## src/rtl/cmd_fetch.sv

```systemverilog
// Instruction-fetch stage: prefetches sequential command words into a small FIFO
// and feeds the core a fetched word or a self-jump filler every cycle.
module cmd_fetch #(
  parameter int AW         = 8,
  parameter int CMD_W      = 16,
  parameter int DEPTH      = 4,
  parameter int JMP_OPCODE = 5,
  parameter int OPC_LSB    = 12,
  parameter int DAT_LSB    = 0
) (
  input  logic             CLK,
  input  logic             RESET,
  input  logic [AW-1:0]    IP,
  output logic [CMD_W-1:0] CMD_OUT,
  output logic             HIT,
  output logic             MEM_REQ,
  output logic [AW-1:0]    MEM_ADDR,
  input  logic             MEM_GNT,
  input  logic             MEM_RVALID,
  input  logic [CMD_W-1:0] MEM_RDATA,
  output logic [15:0]      REDIR_CNT
);

  localparam int PW = $clog2(DEPTH);
  localparam int CW = PW + 1;
  localparam int OW = CW + 2;
  localparam logic [OW-1:0] DEPTH_O = OW'(DEPTH);

  logic [CMD_W-1:0] fifo_mem [DEPTH];
  logic [PW-1:0]    rd_ptr, wr_ptr;
  logic [CW-1:0]    cnt, outs, drop;
  logic [AW-1:0]    base, fptr;

  logic             redirect, pop, push, req_gnt;
  logic [OW-1:0]    occupancy, drop_sum;
  logic [CW-1:0]    drop_redir;
  logic [CMD_W-1:0] self_jump;

  // Any IP that is not the stream head is a discontinuity; everything in flight
  // becomes stale and is counted into drop so responses can be discarded in order.
  always_comb begin
    redirect  = (IP != base);
    occupancy = OW'(cnt) + OW'(outs) + OW'(drop);
    MEM_REQ   = RESET && (occupancy < DEPTH_O) && !redirect;
    MEM_ADDR  = fptr;
    req_gnt   = MEM_REQ && MEM_GNT;
    pop       = !redirect && (cnt != '0);
    push      = MEM_RVALID && (drop == '0) && (outs != '0) && !redirect;
    HIT       = pop;
    self_jump = CMD_W'((32'(JMP_OPCODE) << OPC_LSB) | (32'(IP) << DAT_LSB));
    CMD_OUT   = pop ? fifo_mem[rd_ptr] : self_jump;
    drop_sum  = OW'(drop) + OW'(outs) + OW'(req_gnt);
    if (MEM_RVALID && (drop_sum != '0))
      drop_sum = drop_sum - OW'(1);
    drop_redir = CW'(drop_sum);
  end

  always_ff @(posedge CLK or negedge RESET) begin
    if (!RESET) begin
      cnt       <= '0;
      outs      <= '0;
      drop      <= '0;
      rd_ptr    <= '0;
      wr_ptr    <= '0;
      base      <= '0;
      fptr      <= '0;
      REDIR_CNT <= '0;
    end else if (redirect) begin
      cnt    <= '0;
      rd_ptr <= '0;
      wr_ptr <= '0;
      base   <= IP;
      fptr   <= IP;
      outs   <= '0;
      drop   <= drop_redir;
      if (REDIR_CNT != 16'hFFFF)
        REDIR_CNT <= REDIR_CNT + 16'd1;
    end else begin
      if (req_gnt)
        fptr <= fptr + AW'(1);
      if (pop) begin
        rd_ptr <= rd_ptr + PW'(1);
        base   <= base + AW'(1);
      end
      if (push)
        wr_ptr <= wr_ptr + PW'(1);
      cnt  <= cnt + CW'(push) - CW'(pop);
      outs <= outs + CW'(req_gnt) - CW'(push);
      // A response that finds outs and drop both zero is a protocol error and is ignored.
      if (MEM_RVALID && (drop != '0))
        drop <= drop - CW'(1);
    end
  end

  always_ff @(posedge CLK) begin
    if (push)
      fifo_mem[wr_ptr] <= MEM_RDATA;
  end

endmodule

```

## config.mk

```make
export PLATFORM = sky130hd
export DESIGN_NAME = cmd_fetch
export DESIGN_NICKNAME = d
export VERILOG_FILES = /design/src/rtl/cmd_fetch.sv
export SDC_FILE = /design/constraint.sdc
export NUM_CORES = 1
export LEC_CHECK = 0
export CORE_MARGIN = 2
export CORE_UTILIZATION = 50
export CTS_CLUSTER_SIZE = 16
export DETAILED_ROUTE_END_ITERATION = 10
export PLACE_DENSITY = 0.87
export SLEW_MARGIN = 5
export SYNTH_ARGS = -nofsm -noshare
export SYNTH_HDL_FRONTEND = slang
export SYNTH_SLANG_ARGS = --single-unit
```

## constraint.sdc

```tcl
create_clock -name CLK -period 4.4 [get_ports CLK]
set_clock_uncertainty 0.2 [all_clocks]
set_input_delay 0.88 -clock CLK [delete_from_list [all_inputs] [get_ports CLK]]
set_output_delay 0.88 -clock CLK [all_outputs]
set_load 0.005 [all_outputs]
```

==> flow_metrics.env <==
export IMPL_clkLatencyLatePin_ns=0.37
export IMPL_peakVddDrop_v=0.000205
export IMPL_seqCellArea_um2=3050
export IMPL_ant_nets=0
export IMPL_hold_depth=1
export IMPL_ios=70
export IMPL_p_total_w=0.00231
export IMPL_synthTopCellsByArea="edfxtp_1 (36%), dfrtp_1 (21%), mux4_2 (6.8%)"
export IMPL_gp_congestion=0.867
export IMPL_die_w_um=107
export IMPL_vias=3505
export IMPL_die_h_um=107
export IMPL_slew_headroom_pct=49.1
export IMPL_final_cells=626
export IMPL_synth_seq_cells=109
export IMPL_cts_tree="yes"
export IMPL_synth_edff_count=64
export IMPL_max_freq_mhz=231
export IMPL_multiInputGateArea_um2=2180
export IMPL_synth_area_um2=5310
export IMPL_p_leak_nw=2.47
export IMPL_fin_tns_setup_ns=0
export IMPL_ys_flop_type="edfxtp_1"
export IMPL_io_buffers=69
export IMPL_dieArea_um2=11500
export IMPL_grt_start_max_net_pins=49
export IMPL_hold_violations=0
export IMPL_postCtsHoldBufs=0
export IMPL_yosys_area_top_type="edfxtp_1"
export IMPL_placed_cells=601
export IMPL_area_delta_synth_final_pct=24.3
export IMPL_grt_pass1_wl_mm=17.9
export IMPL_htreeDepth=3
export IMPL_crit_arrival_ns=4.44
export IMPL_cts_max_path_buffers=2
export IMPL_cp_end_kind="register"
export IMPL_wl_met1_mm=4.56
export IMPL_power_density_nw_per_um2=351
export IMPL_yosys_warnings=0
export IMPL_grt_pass1_vias=3661
export IMPL_drt_wirelength_per_cell_um=17.6
export IMPL_viasPerCell=5.60
export IMPL_synth_common_cells="edfxtp_1 (64), dfrtp_1 (45), xnor2_1 (25)"
export IMPL_tightest_slew_ns=0.764
export IMPL_met2_length_mm=5.61
export IMPL_worstPathRequired_ns=4.50
export IMPL_antenna_cells=0
export IMPL_fin_crit_sh_pct=98.6
export IMPL_yosysMostFrequentCell="edfxtp_1"
export IMPL_dr_max_layer_used="met4"
export IMPL_remaining_drc_errors=0
export IMPL_synth_area_per_cell_um2=13.6
export IMPL_initial_utilization_pct=51.4
export IMPL_antenna_found_initial=0
export IMPL_path_clk_slew_ns=0.11
export IMPL_finalSetupViolCount=0
export IMPL_hp_class="reg2reg"
export IMPL_synth_cells=390
export IMPL_drv_slew=0
export IMPL_wl_met3_um=625
export IMPL_rows=37
export IMPL_grt_usage_pct=20.3
export IMPL_wirelength_mm=11.0
export IMPL_clockRootBuffer="clkbuf_8"
export IMPL_dr_pass1_iters=6
export IMPL_yosysTopAreaCellShare_pct=36.2
export IMPL_min_period_ns=4.34
export IMPL_synth_nets=443
export IMPL_core_area_um2=10300
export IMPL_drive_gt1_share_pct=19.4
export IMPL_status="finished clean"
export IMPL_dpl_hpwl_mm=7.57
export IMPL_critPathLaunchType="register"
export IMPL_critPathMaxFanout=4
export IMPL_ys_types=43
export IMPL_cts_buffers=9
export IMPL_reg2reg_depth=16
export IMPL_fillerInstances=745
export IMPL_cts_sink_count=109
export IMPL_ys_seq_area_share_pct=57.4
export IMPL_drv_cap=0
export IMPL_overflow=0
export IMPL_final_net_count=539
export IMPL_rsz0062_at_grt="yes"
export IMPL_drt_iter0_markers=170
export IMPL_async_flop_share_pct=41.3
export IMPL_critPathKind="reg2reg"
==> logic make-up after synthesis <==
logic type,share of synthesized area [%]
compound gates,3.75
xor+xnor,6.93
fa+ha+maj,6.88
buf+inv,2.69
flops,57.4
mux,9.99
simple gates,12.4
==> area by class of cell <==
type,count,area share (%)
repair buffers,98,13.7
clock inverters,6,1.18
multi-input cells,245,33.1
flip-flops and latches,109,46.2
clock buffers,9,1.88
well taps,136,2.58
inverters,23,1.31
==> routing by layer <==
metal	GRT usage, %	vias to the layer above
met4	6.96	0
met1	26.3	1762
met3	4.62	15
met5	0	-
met2	33.9	120
li1	-	1608
==> power by group <==
group          total [W]  switching, W  leakage (nW)  internal [W]
clock network   0.000629      0.000355         0.105      0.000273
logic           0.000469      0.000193          1.23      0.000276
registers        0.00122     0.0000738          1.13       0.00114
total            0.00231      0.000622          2.47       0.00169
==> sequential cells by signal, summed over array words and instances (netlist names) <==
signal / count
wr_ptr: 2
rd_ptr: 2
fifo_mem: 64
MEM_ADDR: 8
base: 8
drop: 3
outs: 3
cnt: 3
REDIR_CNT: 16
==> path summary, 6_finish.rpt <==
kind | start | end | slack, ns
setup / recovery | outs[1] | drop[1] | 0.06
hold / removal | REDIR_CNT[9] | REDIR_CNT[9] | 0.31
setup reg to reg | outs[1] | drop[1] | 0.06
hold reg to reg | REDIR_CNT[9] | REDIR_CNT[9] | 0.31
max in group asynchronous | RESET | cnt[0] | 3.18
min in group asynchronous | RESET | REDIR_CNT[14] | 0.43
==> cell usage in the layout (no fill, tap or decap), types with 5 or more instances in the layout <==
| cell type | Yosys | layout |
|---|---|---|
| clkdlybuf4s50_1 | 0 | 68 |
| edfxtp_1 | 64 | 64 |
| dfrtp_1 | 45 | 45 |
| buf_4 | 0 | 28 |
| xnor2_1 | 25 | 25 |
| inv_1 | 23 | 19 |
| nor2_1 | 21 | 18 |
| a21oi_1 | 19 | 18 |
| nand2_1 | 18 | 17 |
| xor2_1 | 17 | 17 |
| ha_1 | 18 | 17 |
| mux4_2 | 16 | 16 |
| nand4_1 | 11 | 11 |
| mux2_2 | 12 | 11 |
| and3_1 | 10 | 10 |
| clkbuf_8 | 0 | 9 |
| nor3_1 | 8 | 8 |
| nand3_1 | 8 | 8 |
| and2_1 | 6 | 6 |
| nand2b_1 | 6 | 6 |
| fa_1 | 7 | 6 |
| nor4_1 | 5 | 5 |
==> repair_timing <==
action                                  CTS  global route
endpoints found under the setup margin    2            10
resized for setup                         6            11
buffers inserted                          4             6
pin swaps                                 2            12
endpoints found under the hold margin     0             0
cloned                                    0             0
==> critical path, cell delays in order, from the launching register on <==
cell      delay (ns)
dfrtp_1         0.37
inv_2           0.06
fa_1            0.57
nor2_2          0.07
fa_1            0.46
nor2b_1         0.11
o21ai_1         0.10
nor2_2          0.17
nand2_2         0.10
fa_2            0.42
fa_1            0.58
ha_4            0.16
nor4bb_4        0.20
a31oi_1         0.14
nand2_1         0.14
mux2_4          0.32
o21ai_2         0.12
==> through the flow <==
step | util (%) | hold slack [ns] | setup slack, ns | cell area, um^2
after floorplan | - | 0.285 | 0.0154 | 5310
after global placement | 60.6 | 0.279 | 0.0872 | 6260
after detailed placement | 60.6 | 0.295 | -0.169 | 6260
after CTS | 63.1 | 0.310 | 0.00175 | 6520
after global routing | 63.9 | 0.339 | -0.132 | 6600
final | 63.9 | 0.309 | 0.0626 | 6600
Power figures use the tool's default switching activity.
